File: src/rtl/braun_pkg.sv
// Shared definitions for the sequential shift-add multiplier slice.
//   ctrl_state_t  : controller state encoding (IDLE, RUN, DONE), 2 bits
//   DEFAULT_WIDTH : default operand width used by the controller
package braun_pkg;

    typedef enum logic [1:0] {
        IDLE = 2'd0,
        RUN  = 2'd1,
        DONE = 2'd2
    } ctrl_state_t;

    localparam int DEFAULT_WIDTH = 8;

endpackage

File: src/rtl/braun_seq_mult_ctrl_rca.sv
// Ripple-carry adder built from full_adder cells. The multiplier controller
// time-shares a single instance of it across every iteration.
//   full_adder : a, b, cin -> sum, cout (one bit)
//   rca_adder  : a[WIDTH], b[WIDTH], cin -> sum[WIDTH], cout (purely combinational)
module full_adder (
    input  logic a,
    input  logic b,
    input  logic cin,
    output logic sum,
    output logic cout
);
    assign sum  = a ^ b ^ cin;
    assign cout = (a & b) | (cin & (a ^ b));
endmodule

module rca_adder #(
    parameter int WIDTH = 8
) (
    input  logic [WIDTH-1:0] a,
    input  logic [WIDTH-1:0] b,
    input  logic             cin,
    output logic [WIDTH-1:0] sum,
    output logic             cout
);
    logic [WIDTH:0] carry;

    assign carry[0] = cin;

    for (genvar gi = 0; gi < WIDTH; gi++) begin : g_bit
        full_adder u_fa (
            .a    (a[gi]),
            .b    (b[gi]),
            .cin  (carry[gi]),
            .sum  (sum[gi]),
            .cout (carry[gi+1])
        );
    end

    assign cout = carry[WIDTH];
endmodule

File: src/rtl/braun_seq_mult_ctrl.sv
// Sequential shift-add unsigned multiplier controller. One WIDTH-bit adder is
// reused for WIDTH iterations; operands and product move over valid/ready.
//   clk, rst            : clock, synchronous active-high reset
//   in_valid/in_ready   : operand handshake (in_ready high only in IDLE)
//   a, b                : multiplicand / multiplier, unsigned
//   abort               : cancel the operation in RUN or DONE
//   out_valid/out_ready : product handshake (out_valid high only in DONE)
//   product             : a*b, held while out_valid and kept in IDLE
//   busy                : high in RUN or DONE
module braun_seq_mult_ctrl
    import braun_pkg::*;
#(
    parameter int WIDTH = DEFAULT_WIDTH,
    parameter int CNT_W = $clog2(WIDTH + 1)
) (
    input  logic               clk,
    input  logic               rst,
    input  logic               in_valid,
    output logic               in_ready,
    input  logic [WIDTH-1:0]   a,
    input  logic [WIDTH-1:0]   b,
    input  logic               abort,
    output logic               out_valid,
    input  logic               out_ready,
    output logic [2*WIDTH-1:0] product,
    output logic               busy
);
    ctrl_state_t        state_reg, state_next;
    logic [CNT_W-1:0]   count_reg;
    logic [WIDTH-1:0]   a_reg;
    logic [2*WIDTH:0]   p_reg;
    logic [2*WIDTH-1:0] product_reg;

    logic [WIDTH-1:0]   addend;
    logic [WIDTH-1:0]   sum;
    logic               carry;
    logic [2*WIDTH:0]   p_step;
    logic               accept;
    logic               last_iter;
    logic               p_msb_unused;

    assign accept    = (state_reg == IDLE) && in_valid;
    assign last_iter = (count_reg == CNT_W'(WIDTH - 1));

    // Add the multiplicand into the upper half only when the current
    // multiplier bit (P[0]) is set; otherwise the adder passes hi through.
    assign addend = p_reg[0] ? a_reg : '0;

    rca_adder #(.WIDTH(WIDTH)) u_rca (
        .a    (p_reg[2*WIDTH-1:WIDTH]),
        .b    (addend),
        .cin  (1'b0),
        .sum  (sum),
        .cout (carry)
    );

    // {0, carry, sum, lo} >> 1: the carry lands in bit 2W before the shift,
    // so nothing is lost and the top bit of P always ends up zero.
    assign p_step = {1'b0, carry, sum, p_reg[WIDTH-1:1]};

    // Top bit of P is structurally zero after every step; kept for the
    // register shape but never consumed.
    assign p_msb_unused = p_reg[2*WIDTH];

    always_ff @(posedge clk) begin
        if (rst) begin
            state_reg <= IDLE;
        end else begin
            state_reg <= state_next;
        end
    end

    always_comb begin
        state_next = state_reg;
        case (state_reg)
            IDLE: begin
                // abort is deliberately ignored here
                if (in_valid) state_next = RUN;
            end
            RUN: begin
                if (abort)          state_next = IDLE;
                else if (last_iter) state_next = DONE;
            end
            DONE: begin
                if (abort || out_ready) state_next = IDLE;
            end
            default: state_next = IDLE;
        endcase
    end

    always_ff @(posedge clk) begin
        if (rst) begin
            count_reg   <= '0;
            a_reg       <= '0;
            p_reg       <= '0;
            product_reg <= '0;
        end else if (accept) begin
            a_reg     <= a;
            p_reg     <= {1'b0, {WIDTH{1'b0}}, b};
            count_reg <= '0;
        end else if ((state_reg == RUN) && !abort) begin
            p_reg     <= p_step;
            count_reg <= count_reg + CNT_W'(1);
            // Capture the finished product on the final iteration so it is
            // valid on the same edge that enters DONE.
            if (last_iter) product_reg <= p_step[2*WIDTH-1:0];
        end
    end

    assign in_ready  = (state_reg == IDLE);
    assign out_valid = (state_reg == DONE);
    assign busy      = (state_reg != IDLE);
    assign product   = product_reg;

endmodule

File: config.mk
export PLATFORM = sky130hd
export DESIGN_NAME = braun_seq_mult_ctrl
export DESIGN_NICKNAME = d
export VERILOG_FILES = /design/src/rtl/braun_pkg.sv /design/src/rtl/braun_seq_mult_ctrl_rca.sv /design/src/rtl/braun_seq_mult_ctrl.sv
export SDC_FILE = /design/constraint.sdc
export NUM_CORES = 1
export LEC_CHECK = 0
export CORE_MARGIN = 5
export CORE_UTILIZATION = 30
export DETAILED_ROUTE_END_ITERATION = 6
export PLACE_DENSITY = 0.52
export SLEW_MARGIN = 20
export SYNTH_ARGS = -nofsm -noshare
export SYNTH_HDL_FRONTEND = slang
export SYNTH_SLANG_ARGS = --single-unit
File: constraint.sdc
create_clock -name clk -period 6.2 [get_ports clk]
set_input_delay 1.24 -clock clk [delete_from_list [all_inputs] [get_ports clk]]
set_output_delay 1.24 -clock clk [all_outputs]
set_load 0.05 [all_outputs]
* Yosys cells after proc, flatten, opt, wreduce, memory -nomap -nowiden
Index checks and enable logic that the tools add are counted.
Word-level totals: word-level logic and storage cells 69, input bits 21, output and inout bits 19, register bits 46
Operators by class: eq/ne operators 6, reductions and logical operators 10, add/subtract/negate cells 1, mux-type cells 8, bitwise operators 38
Operators by type and width (number):
- 2-to-1 mux 8 bit | 3
- AND 1 bit | 15
- bitwise XOR 1 bit | 15
- 2-to-1 mux 2 bit | 4
- bitwise OR 1 bit | 7
- one-hot mux 2 bit (3 select lines) | 1
- AND reduction 3 bit | 2
- adder 4 x 1 -> 4 bit, second input constant | 1
- equality test 4 x 3 -> 1 bit, second input constant | 1
- nonzero test 2 bit | 2
- inequality test 3 bit, second input constant | 1
- equality test 2 x 1 -> 1 bit, second input constant | 1
- equality test 2 bit, second input constant | 1
- logical AND 1 bit | 2
- zero test 2 bit | 1
- inequality test 2 x 1 -> 1 bit, second input constant | 1
- inequality test 2 bit, second input constant | 1
- OR reduction 2 bit | 1
- zero test 1 bit | 1
- logical OR 1 bit | 1
- inverter 1 bit | 1

* Depth between registers and ports, before layout
Gate-level depths: netlist of the first run.
depth after elaboration 16, depth in mapped cells 13, mapped depth without buffers 13

* Modules after synthesis
A second synthesis of the first run with hierarchy kept.
Unflattened totals: cell total of the unflattened synthesis 242, area, all modules 2075.7 um^2
Modules (own cells, without submodules):
- braun_seq_mult_ctrl | seq. area each 920.9 um^2, times used 1, area each 1915.6 um^2, cells an instance 234
- full_adder | seq. area each 0.0 um^2, times used 8, area each 20.0 um^2, cells an instance 1

* Worst setup path before layout of the first run
No wires, ideal clock.
path type register -> register, from reg p_reg[0], to reg p_reg[14], buffers on the path 0, period minus slack after synthesis 3.493 ns, path slack 2.707 ns, setup time 0.086 ns, data required time 6.114 ns, arrival time 3.407 ns, stages on the path, launching flop included 14, cell sequence dfxtp_1 > and2_1 > ha_1 > inv_1 > fa_1 > inv_1 > fa_1 > fa_1 > fa_1 > fa_1 > fa_1 > inv_1 > fa_1 > a211oi_1
Between the ends: cells in the longest elaborated chain, start to end 15, elaborated cells on any way between the ends 28, those cells by class mux (1); bitwise (27)
Ends and longest elaborated chain:
- from (decl) | RTL line braun_seq_mult_ctrl.sv:31 | logic [2*WIDTH:0] p_reg;
- from (signal assigned) | RTL line braun_seq_mult_ctrl.sv:99 | p_reg <= {1'b0, {WIDTH{1'b0}}, b};
- from (signal assigned) | RTL line braun_seq_mult_ctrl.sv:102 | p_reg <= p_step;
- 2-to-1 mux 8 bit (*) | RTL line braun_seq_mult_ctrl.sv:47 | assign addend = p_reg[0] ? a_reg : '0;
- AND 1 bit / bitwise XOR 1 bit (equally long branches) | RTL line braun_seq_mult_ctrl_rca.sv:13 | assign cout = (a & b) | (cin & (a ^ b));
- AND 1 bit | RTL line braun_seq_mult_ctrl_rca.sv:13
- bitwise OR 1 bit | RTL line braun_seq_mult_ctrl_rca.sv:13
- AND 1 bit | RTL line braun_seq_mult_ctrl_rca.sv:13
- bitwise OR 1 bit | RTL line braun_seq_mult_ctrl_rca.sv:13
- AND 1 bit | RTL line braun_seq_mult_ctrl_rca.sv:13
- bitwise OR 1 bit | RTL line braun_seq_mult_ctrl_rca.sv:13
- AND 1 bit | RTL line braun_seq_mult_ctrl_rca.sv:13
- bitwise OR 1 bit | RTL line braun_seq_mult_ctrl_rca.sv:13
- AND 1 bit | RTL line braun_seq_mult_ctrl_rca.sv:13
- bitwise OR 1 bit | RTL line braun_seq_mult_ctrl_rca.sv:13
- AND 1 bit | RTL line braun_seq_mult_ctrl_rca.sv:13
- bitwise OR 1 bit | RTL line braun_seq_mult_ctrl_rca.sv:13
- bitwise XOR 1 bit (*) | RTL line braun_seq_mult_ctrl_rca.sv:12 | assign sum = a ^ b ^ cin;
Mark *: on every way between the ends. The rest lies on a longest branch, timed or not. A chain may end at the register's enable or synchronous reset.

* Worst setup path after layout of the first run
Ends and elaborated chain as after synthesis.

==> summary.txt, run 1 <==
Status
  – Status: completed

Synth
  – Seq/Total Area, Yosys: 46.8%
  – Mapped Area: 0.00197 sq mm
  – Syn Inst Count: 229
  – Main area contributors after synthesis: dfxtp_1 (47%), a21oi_1 (8.4%), fa_1 (7.1%), nand2_1 (5.7%), nor3_1 (4.3%)
  – Synth unique cells: 28
  – Yosys top cell by area: dfxtp_1
  – Synthesis-stage register bit count: 46
  – Yosys warning total: 0
  – Post-Syn Nets: roughly 260
  – Synth top area share: roughly 47%
  – Syn_area_per_cell: between 8 and 9 sq um

Route
  – Remaining DRCs: 0
  – Drt first pass iters: 4
  – Post-route ant nets: 0
  – DR vias/cell: 4.88
  – Total wire length: ~4500 microns
  – Drt first-iter violations: 93
  – Drt wl/cell: about 13 microns
  – Via count: 1640

STA
  – Endpoints failing setup: 0
  – RSZ-0062 raised after global routing: no
  – WHS: 0.454 ns
  – Slew HR: 33.1%
  – Skew final: 0.00405 ns
  – Worst Max-Slew Pin Slew: 1.00 ns
  – Total negative setup slack: 0 ns
  – Final worst path period share: roughly three fifths
  – Post-layout min period: about 3.7 ns
  – Fmax: approximately 270 MHz
  – Final Hold Viols: 0
  – Final slew viol count: 0

Layout
  – Final instance area: 0.00249 sq mm
  – Antenna cells: 0
  – Layout cells sized above 1: between 5 and 6%
  – Utilization after layout: 39.2%
  – Nets@finish: 288
  – Area Growth Syn to Fin: 26.6%

Global route
  – First-pass GRT wire length: roughly 7600 microns
  – Initial antenna violation count: 0
  – GRT Util Overall: 11.0%
  – GRT Residual Overflow: 0
  – Largest net degree at the start of global routing: 39
  – Vias in the first global route: 1564

Die
  – Die area: 0.00828 sq mm
  – Core ar.: 0.00635 sq mm
  – Die height: 91.0 microns
  – Die W: around 90 microns
  – Num rows: 29
  – Starting density of the core: 31.0%
  – Ports: 40

Setup path
  – Crit start category: flop
  – Critical path data arrival time: 3.87 ns
  – Critical path type: flop to flop
  – Slowest cell on the critical path: fa_1
  – Largest stage delay, worst path: 0.42 ns
  – Critical Path Sink Type: flop
  – CP cell instances: and2_1 > ha_1 > inv_1 > fa_1 > inv_1 > fa_1 > fa_1 > fa_1 > fa_1 > fa_1 > inv_1 > fa_1 > a211oi_1
  – Crit path max fanout: 9
  – Most frequent cell on the critical path: fa_1
  – Worst Path Required: about 6.4 ns

Clock network
  – Post-CTS sizing: 0
  – Clock latency on the worst-skew pair: between 0.2 and 0.3 ns
  – Clock root buffer: clkbuf_8
  – Post-CTS setup buffers: 0
  – Max clock buf depth: 2
  – Total CTS buffers: 5
  – H-tree Lvls: 2
  – Clk sink count: 46
  – Clk slew on worst S/H paths: ~0.08 ns
  – TritonCTS clock tree: yes
  – Hold buffers post-CTS: 0

Pwr
  – Power density cells: roughly 220 mW/mm^2
  – Leakage power: between 0.8 and 0.9 nW
  – Max VDD drop: roughly 0.00011 V
  – Final Power: 0.560 mW

Run
  – MaxCap Viol Count: 0

Place
  – Port-buffer cells: 39
  – Placer congestion estimate: 0.776
  – Hpwl dp: 3090 microns
  – Area after DPL: 0.00239 sq mm

Hold path
  – Hold crit path type: flop to flop
## stage by stage
stage          setup slack [ns]  std cells
2_1_floorplan              2.71        229
3_3_place_gp               2.60        328
3_5_place_dp               2.48        328
4_1_cts                    2.48        336
5_1_grt                    2.32        336
6_report                   2.53        336
## cells in the mapped netlist (all sizes together)
| cell | instances |
|---|---|
| or3b | 2 |
| a21oi | 33 |
| ha | 2 |
| nand2 | 30 |
| fa | 7 |
| or3 | 2 |
| o21ba | 1 |
| nand3 | 14 |
| dfxtp | 46 |
| nor3 | 17 |
| nor2 | 5 |
| nor3b | 3 |
| xnor2 | 1 |
| a211oi | 6 |
| nand2b | 1 |
| or2 | 1 |
| inv | 7 |
| nand3b | 1 |
| nor2b | 1 |
| o22ai | 8 |
| and3b | 1 |
| o21ai | 15 |
| clkbuf | 11 |
| buf | 8 |
| and2 | 6 |
## report_power, final
part / total (mW) / internal (mW) / switching (mW)
sequential: 0.312 / 0.305 / 0.00759
clock: 0.190 / 0.0902 / 0.0994
combinational: 0.0578 / 0.0264 / 0.0314
## layout by cell type (no fill, tap or decap)
master / synthesis / routed
nand2b_1: 1 / 1
dfxtp_1: 46 / 46
o21ba_2: 1 / 1
or2_2: 1 / 1
nor3b_1: 2 / 1
nor3b_4: 0 / 1
clkbuf_8: 0 / 6
a21oi_1: 33 / 33
nor3_1: 17 / 17
and2_1: 6 / 6
nor2_1: 4 / 4
nor3b_2: 1 / 1
or3_1: 2 / 2
clkbuf_1: 11 / 1
o22ai_1: 8 / 8
nand2_1: 30 / 30
clkdlybuf4s50_1: 0 / 39
or3b_1: 1 / 1
a211oi_1: 6 / 6
or3b_2: 1 / 1
clkinv_2: 0 / 1
buf_4: 0 / 2
xnor2_1: 1 / 1
o21ai_0: 15 / 15
fa_1: 7 / 7
inv_1: 7 / 7
and3b_1: 1 / 1
nand3b_1: 1 / 1
nor2b_1: 1 / 1
ha_1: 2 / 2
nor2_2: 1 / 1
nand3_1: 14 / 14
## critical path: cells and delay by family (launching register included)
family	cells	cell delay, ns
flops	1	0.38
buf+inv	3	0.18
compound gates	1	0.22
simple gates	1	0.16
fa+ha+maj	8	2.64
## area by class of cell
class | instances | area [sq um]
fillers | 645 | 3860
inverters | 7 | 26.3
repair buffers | 41 | 405
clock inverters | 1 | 5.00
multi-input cells | 157 | 950
well taps | 77 | 96.3
flip-flops and latches | 46 | 921
clock buffers | 7 | 86.3
## logic make-up after synthesis
group	synth area share [%]
simple gates	21.3
flops	46.8
compound gates	17.6
fa+ha+maj	8.40
xor+xnor	0.445
buf+inv	5.47
## routing by layer
layer  vias to the layer above  track usage, %  part of all wire (%)
met5                         -               0                     0
met4                         0            2.57                  0.51
li1                        848               -                     -
met3                         2            2.81                   4.2
met1                       762            14.9                    48
met2                        28            17.6                    47
## final timing paths
| kind | from | endpoint | slack [ns] | cells past startpoint |
|---|---|---|---|---|
| hold reg to reg | a_reg[0]$_SDFFE_PP0P_ | a_reg[0]$_SDFFE_PP0P_ | 0.45 | 2 |
| setup / recovery | p_reg[0]$_SDFFE_PP0P_ | p_reg[14]$_SDFFE_PP0P_ | 2.53 | 13 |
| setup reg to reg | p_reg[0]$_SDFFE_PP0P_ | p_reg[14]$_SDFFE_PP0P_ | 2.53 | 13 |
| hold / removal | a_reg[0]$_SDFFE_PP0P_ | a_reg[0]$_SDFFE_PP0P_ | 0.45 | 2 |
No activity file was read; power rests on OpenSTA's default activity.
==> run 2, diff against run 1 <==
==> constraint.sdc (replaced) <==
create_clock -name clk -period 3.75 [get_ports clk]
set_input_delay 0.75 -clock clk [delete_from_list [all_inputs] [get_ports clk]]
set_output_delay 0.75 -clock clk [all_outputs]
set_load 0.05 [all_outputs]
==> run 2 against run 1 <==
- worst setup slack lost 2.4 ns
- design area grew 0.35%
- die area is the same
- highest routed layer unchanged
==> summary.txt, run 2 (synthesis gave the netlist of run 1 again) <==
Clock network
  – Post-CTS sizing: 0 (unchanged)
  – TritonCTS clock tree: yes
  – Max clock buf depth: 2 (unchanged)
  – Clock latency on the worst-skew pair: 0.29 ns (about the same)
  – Clk sink count: 46 (unchanged)
  – Total CTS buffers: 5 (unchanged)
  – Post-CTS setup buffers: 0 (unchanged)
  – Hold buffers post-CTS: 0 (unchanged)
  – H-tree Lvls: 2 (unchanged)
  – Clock root buffer: clkbuf_8
  – Clk slew on worst S/H paths: 0.08 ns (about the same)

STA
  – WHS: 0.456 ns (+0.00199 ns)
  – Worst Max-Slew Pin Slew: 1.02 ns (+0.0189 ns)
  – Endpoints failing setup: 0 (unchanged)
  – Slew HR: 31.8% (-1.3 points)
  – Final slew viol count: 0 (unchanged)
  – Fin worst setup slack: 0.172 ns (-2.36 ns)
  – Final worst path period share: 95.4% (+36 points)
  – RSZ-0062 raised after global routing: no
  – Skew final: 0.00716 ns (+0.00311 ns)
  – Total negative setup slack: 0 ns (unchanged)
  – Post-layout min period: 3.58 ns (-0.0930 ns)
  – Fmax: 279 MHz (+2.6%)
  – Final Hold Viols: 0 (unchanged)

Setup path
  – Critical Path Sink Type: flop
  – Slowest cell on the critical path: fa_1
  – Crit start category: flop
  – Critical path type: flop to flop
  – Crit path max fanout: 2 (-7)
  – Critical path data arrival time: 3.79 ns (-0.08 ns)
  – Largest stage delay, worst path: 0.42 ns (about the same)
  – Most frequent cell on the critical path: fa_1
  – Worst Path Required: 3.96 ns (-2.44 ns)
  – Worst r2r path cells: 13 (unchanged)
  – CP cell instances: and2_1 > ha_1 > inv_1 > fa_1 > inv_1 > fa_1 > fa_1 > fa_1 > fa_1 > fa_1 > inv_1 > fa_1 > a211oi_1

Route
  – Drt first-iter violations: 45 (-52%)
  – Drt first pass iters: 4 (unchanged)
  – Drt wl/cell: 13.5 microns (about the same)
  – DR vias/cell: 4.87 (-0.17%)
  – Remaining DRCs: 0 (unchanged)
  – Via count: 1647 (+0.43%)
  – Post-route ant nets: 0 (unchanged)
  – Total wire length: 4550 microns (+0.53%)

Run
  – MaxCap Viol Count: 0 (unchanged)

Pwr
  – Int Pwr: 0.698 mW (+66%)
  – Clock power share: 33.6% (-0.3 points)
  – Net Sw Frac: 24.5% (-0.18 points)
  – Max VDD drop: 0.000189 V (+77%)
  – Combinational fraction of design power: 10.8% (+0.5 points)
  – Power density cells: 370 mW/mm^2 (+65%)
  – Register share of total power: 55.6% (-0.2 points)
  – Psw: 0.227 mW (+64%)
  – Leakage power: 0.858 nW (+1.1%)

Global route
  – GRT Residual Overflow: 0 (unchanged)
  – Vias in the first global route: 1580 (+1.0%)
  – Initial antenna violation count: 0 (unchanged)
  – Met3 usage in global routing: 2.64% (-0.17 points)
  – Busiest layer in global routing: met2
  – GR Layer Usage met1: 15.7% (+0.84 points)
  – GRT Util Overall: 11.2% (+0.24 points)
  – First-pass GRT wire length: 7600 microns (+0.54%)
  – Met2 Use GR: 17.1% (-0.54 points)
  – Largest net degree at the start of global routing: 35 (-10%)

Place
  – Hpwl dp: 3120 microns (+0.80%)
  – Dpl cells: 330 (+0.61%)
  – Setup slack at placement: 0.164 ns (-2.31 ns)
  – Area after DPL: 0.00241 sq mm (+0.63%)
  – Placer congestion estimate: 0.763 (-1.7%)
  – Port-buffer cells: 39 (unchanged)

Hold path
  – Worst hold path depth: 2 (unchanged)
  – Hold crit path type: flop to flop

Die
  – Starting density of the core: 31.0% (unchanged)
  – Die area: 0.00828 sq mm (unchanged)
  – Die W: 91.0 microns (unchanged)
  – Core ar.: 0.00635 sq mm (unchanged)
  – Num rows: 29 (unchanged)
  – Ports: 40 (unchanged)
  – Die height: 91.0 microns (unchanged)

Layout
  – Layout cells sized above 1: 6.51% (+0.72 points)
  – Nets@finish: 290 (+0.69%)
  – Antenna cells: 0 (unchanged)
  – Fillers: 670 (+3.9%)
  – Most common cell after layout, fill and taps aside: dfxtp_1
  – Post-route insts no fill: 338 (+0.60%)
  – Area Growth Syn to Fin: 27.0%
  – Commonest non-fill, non-tap cells in the layout: dfxtp_1 (46), clkdlybuf4s50_1 (39), a21oi_1 (33)
  – Final instance area: 0.00250 sq mm (+0.35%)

Status
  – Status: completed
==> run 2: changes by cell type in the layout (fill, tap and decap cells not counted) <==
| cell | previous run | this run |
|---|---|---|
| buf_4 | 2 | 4 |
| nor3b_2 | 1 | 2 |
| nor3b_4 | 1 | 0 |
==> run 2: routing by layer <==
layer,wire (microns),vias up,share of wire (%)
met4,53,0,1.2
met1,2280,762,50
met2,2030,28,45
li1,-,850,-
met3,186,7,4.1
met5,0,-,0
==> run 2: cell type report <==
class | instances | area (sq um) | area share (%)
multi-input combinational | 157 | 943 | 37.8
sequential | 46 | 921 | 36.9
timing repair buffer | 43 | 420 | 16.8
tap | 77 | 96.3 | 3.86
clock buffer | 7 | 86.3 | 3.46
inverter | 7 | 26.3 | 1.05
clock inverter | 1 | 5.00 | 0.200
==> run 2: path summary, 6_finish.rpt <==
check | start | end | slack, ns
max | a_reg[0]$_SDFFE_PP0P_ | p_reg[14]$_SDFFE_PP0P_ | 0.17
min | a_reg[0]$_SDFFE_PP0P_ | a_reg[0]$_SDFFE_PP0P_ | 0.46
max reg2reg | a_reg[0]$_SDFFE_PP0P_ | p_reg[14]$_SDFFE_PP0P_ | 0.17
min reg2reg | a_reg[0]$_SDFFE_PP0P_ | a_reg[0]$_SDFFE_PP0P_ | 0.46
==> run 2: per-stage QoR <==
stage	utilization [%]	power (mW)
after floorplan	-	0.585
after global placement	37.9	0.627
after detailed placement	37.9	0.627
after CTS	39.3	0.940
after global routing	39.3	0.973
final	39.3	0.925
==> run 2: power by group through the flow <==
stage	clock [mW]	combinational [mW]	sequential (mW)
6_report	0.311	0.0996	0.514
5_1_grt	0.345	0.110	0.517
4_1_cts	0.324	0.101	0.515
3_5_place_dp	0	0.101	0.526
3_3_place_gp	0	0.101	0.526
2_1_floorplan	0	0.0609	0.524
==> run 2: worst max-delay path: cells and delay by family, from the launching register on <==
kind            cells  cell delay [ns]
compound gates      1             0.20
simple gates        1             0.15
fa+ha+maj           8             2.64
buf+inv             3             0.18
flops               1             0.31
==> run 3, diff against run 2 <==
--- a/config.mk
+++ b/config.mk
@@ -5,9 +5,12 @@
 export SDC_FILE = /design/constraint.sdc
 export NUM_CORES = 1
 export LEC_CHECK = 0
+export CAP_MARGIN = 20
 export CORE_MARGIN = 5
 export CORE_UTILIZATION = 30
+export CTS_BUF_LIST = sky130_fd_sc_hd__clkbuf_4
 export DETAILED_ROUTE_END_ITERATION = 6
+export GPL_TIMING_DRIVEN = 0
 export PLACE_DENSITY = 0.52
 export SLEW_MARGIN = 20
 export SYNTH_ARGS = -nofsm -noshare
==> run 3 against run 2 <==
- sequential power hardly changed
- non-clock buffer count is 15 higher
- routed wire length is 11% higher
- critical endpoint is now product[14]$_SDFFE_PP0P_
- worst setup slack worse by 0.0089 ns
- sequential cell count stayed put
- highest routed layer unchanged
- total power is 1.1% higher
- critical path type unchanged
==> summary.txt, run 3 (synthesis gave the netlist of run 1 again) <==
STA
  – Slew HR: 62.2% (+30 points)
  – Worst Max-Slew Pin Slew: 0.564 ns (-0.459 ns)
  – Final Hold Viols: 0 (unchanged)
  – Endpoints failing setup: 0 (unchanged)
  – Skew final: 0.0140 ns (+0.00682 ns)
  – Fmax: 279 MHz (-0.25%)
  – Final worst path period share: 95.6% (+0.24 points)
  – WHS: 0.460 ns (+0.00431 ns)
  – Post-layout min period: 3.59 ns (+0.00890 ns)
  – RSZ-0062 raised after global routing: no
  – Final slew viol count: 0 (unchanged)

Die
  – Die height: 91.0 microns (unchanged)
  – Core ar.: 0.00635 sq mm (unchanged)
  – Die W: 91.0 microns (unchanged)
  – Starting density of the core: 31.0% (unchanged)
  – Num rows: 29 (unchanged)
  – Die area: 0.00828 sq mm (unchanged)
  – Ports: 40 (unchanged)

Clock network
  – TritonCTS clock tree: yes
  – Clk slew on worst S/H paths: 0.14 ns (+0.06 ns)
  – H-tree Lvls: 2 (unchanged)
  – Hold buffers post-CTS: 0 (unchanged)
  – Clock root buffer: clkbuf_4
  – Max clock buf depth: 2 (unchanged)
  – Clk sink count: 46 (unchanged)
  – Total CTS buffers: 5 (unchanged)
  – Clock latency on the worst-skew pair: 0.35 ns (+0.06 ns)

Layout
  – Area Growth Syn to Fin: 29.9%
  – Layout cells sized above 1: 10.1% (+3.6 points)
  – Most common cell after layout, fill and taps aside: dfxtp_1
  – Nets@finish: 305 (+5.2%)
  – Antenna cells: 0 (unchanged)
  – Commonest non-fill, non-tap cells in the layout: dfxtp_1 (45), clkdlybuf4s50_1 (38), a21oi_1 (33)
  – Fillers: 673 (+0.45%)
  – Final instance area: 0.00255 sq mm (+2.3%)
  – Post-route insts no fill: 353 (+4.4%)

Place
  – Placer congestion estimate: 0.767 (+0.60%)
  – Area after DPL: 0.00244 sq mm (+1.5%)
  – Port-buffer cells: 38 (-2.6%)
  – Hpwl dp: 3700 microns (+19%)
  – Dpl cells: 344 (+4.2%)

Route
  – Remaining DRCs: 0 (unchanged)
  – Drt first pass iters: 4 (unchanged)
  – Drt first-iter violations: 81 (+80%)
  – DR vias/cell: 4.89 (+0.34%)
  – Via count: 1726 (+4.8%)
  – Total wire length: 5050 microns (+11%)
  – Drt wl/cell: 14.3 microns (+6.3%)
  – Post-route ant nets: 0 (unchanged)

Pwr
  – Leakage power: 0.876 nW (+2.1%)
  – Net Sw Frac: 24.3% (-0.23 points)
  – Power density cells: 366 mW/mm^2 (-1.1%)
  – Psw: 0.227 mW (+0.19%)
  – Clock power share: 33.6% (about the same)
  – Combinational fraction of design power: 11.2% (+0.4 points)
  – Int Pwr: 0.708 mW (+1.4%)
  – Register share of total power: 55.2% (-0.4 points)
  – Max VDD drop: 0.000171 V (-9.3%)

Global route
  – First-pass GRT wire length: 8240 microns (+8.4%)
  – Largest net degree at the start of global routing: 14 (-60%)
  – Vias in the first global route: 1662 (+5.2%)
  – GRT Residual Overflow: 0 (unchanged)
  – Initial antenna violation count: 0 (unchanged)
  – GRT Util Overall: 12.2% (+1.0 points)

Setup path
  – Worst Path Required: 4.04 ns (+0.08 ns)
  – Critical Path Sink Type: flop
  – Worst r2r path cells: 13 (unchanged)
  – Critical path data arrival time: 3.88 ns (+0.09 ns)
  – Worst R2R Start: p_reg[0]$_SDFFE_PP0P_
  – Flop-to-flop setup slack: 0.16 ns (about the same)
  – Critical path type: flop to flop
  – Crit start category: flop
  – Critical Path Source: p_reg[0]$_SDFFE_PP0P_
  – Worst reg2reg endpoint: product[14]$_SDFFE_PP0P_
  – Crit path max fanout: 5 (+3)

Run
  – MaxCap Viol Count: 0 (unchanged)

Hold path
  – Hold crit path type: flop to flop
  – Hold Path End: a_reg[4]$_SDFFE_PP0P_
  – Hold Startpoint: a_reg[4]$_SDFFE_PP0P_
  – Worst hold path depth: 2 (unchanged)

Status
  – Status: completed
-- run 3: routing by layer --
| metal | wire length [microns] | up-vias | global-route usage [%] | share of wire [%] |
|---|---|---|---|---|
| li1 | - | 884 | - | - |
| met1 | 2270 | 790 | 16.7 | 45 |
| met2 | 2330 | 50 | 19.4 | 46 |
| met3 | 426 | 2 | 2.89 | 8.4 |
| met4 | 23 | 0 | 3.30 | 0.46 |
| met5 | 0 | - | 0 | 0 |
-- run 3: cell type report --
cell class | count | area (sq um) | share of cell area (%)
buffer | 19 | 81.3 | 3.18
clock buffer | 7 | 52.6 | 2.06
clock inverter | 1 | 30.0 | 1.18
inverter | 7 | 26.3 | 1.03
multi-input combinational | 157 | 956 | 37.4
sequential | 46 | 925 | 36.2
tap | 77 | 96.3 | 3.77
timing repair buffer | 39 | 388 | 15.2
-- run 3: worst max-delay path: stages (launching register included) --
cell and delay (ns):
dfxtp_4 0.39, and2_1 0.14, ha_1 0.17, inv_1 0.06, fa_1 0.16, inv_1 0.06
fa_2 0.34, fa_2 0.34, fa_1 0.39, fa_2 0.36, fa_1 0.38, inv_1 0.08
fa_1 0.47, a211oi_2 0.19
-- run 3: power groups by stage --
stage | Combinational (mW) | Clock, mW | Sequential [mW]
final | 0.105 | 0.315 | 0.516
after global routing | 0.115 | 0.349 | 0.518
after CTS | 0.102 | 0.327 | 0.517
after detailed placement | 0.102 | 0 | 0.528
after global placement | 0.101 | 0 | 0.528
after floorplan | 0.0609 | 0 | 0.524
-- run 3: worst max path at each step --
stage,slack [ns],to
floorplan,0.26,p_reg[14]$_SDFFE_PP0P_
global placement,-0.03,product[14]$_SDFFE_PP0P_
detailed placement,-0.03,product[14]$_SDFFE_PP0P_
CTS,0.004,p_reg[14]$_SDFFE_PP0P_
global route,0.003,product[14]$_SDFFE_PP0P_
finish,0.16,product[14]$_SDFFE_PP0P_
-- run 3: repair_timing --
action / CTS / global route
buffers inserted: 0 / 1
endpoints found under the setup margin: 2 / 2
pin swaps: 0 / 1
gates resized for setup: 3 / 4
-- run 3: through the flow --
step / TNS (ns) / util, % / setup WS [ns] / total power [mW]
after floorplan: 0 / - / 0.257 / 0.585
after global placement: -0.0517 / 38.5 / -0.0342 / 0.629
after detailed placement: -0.0368 / 38.5 / -0.0338 / 0.629
after CTS: 0 / 39.9 / 0.00370 / 0.947
after global routing: 0 / 40.2 / 0.00348 / 0.982
final: 0 / 40.2 / 0.163 / 0.935
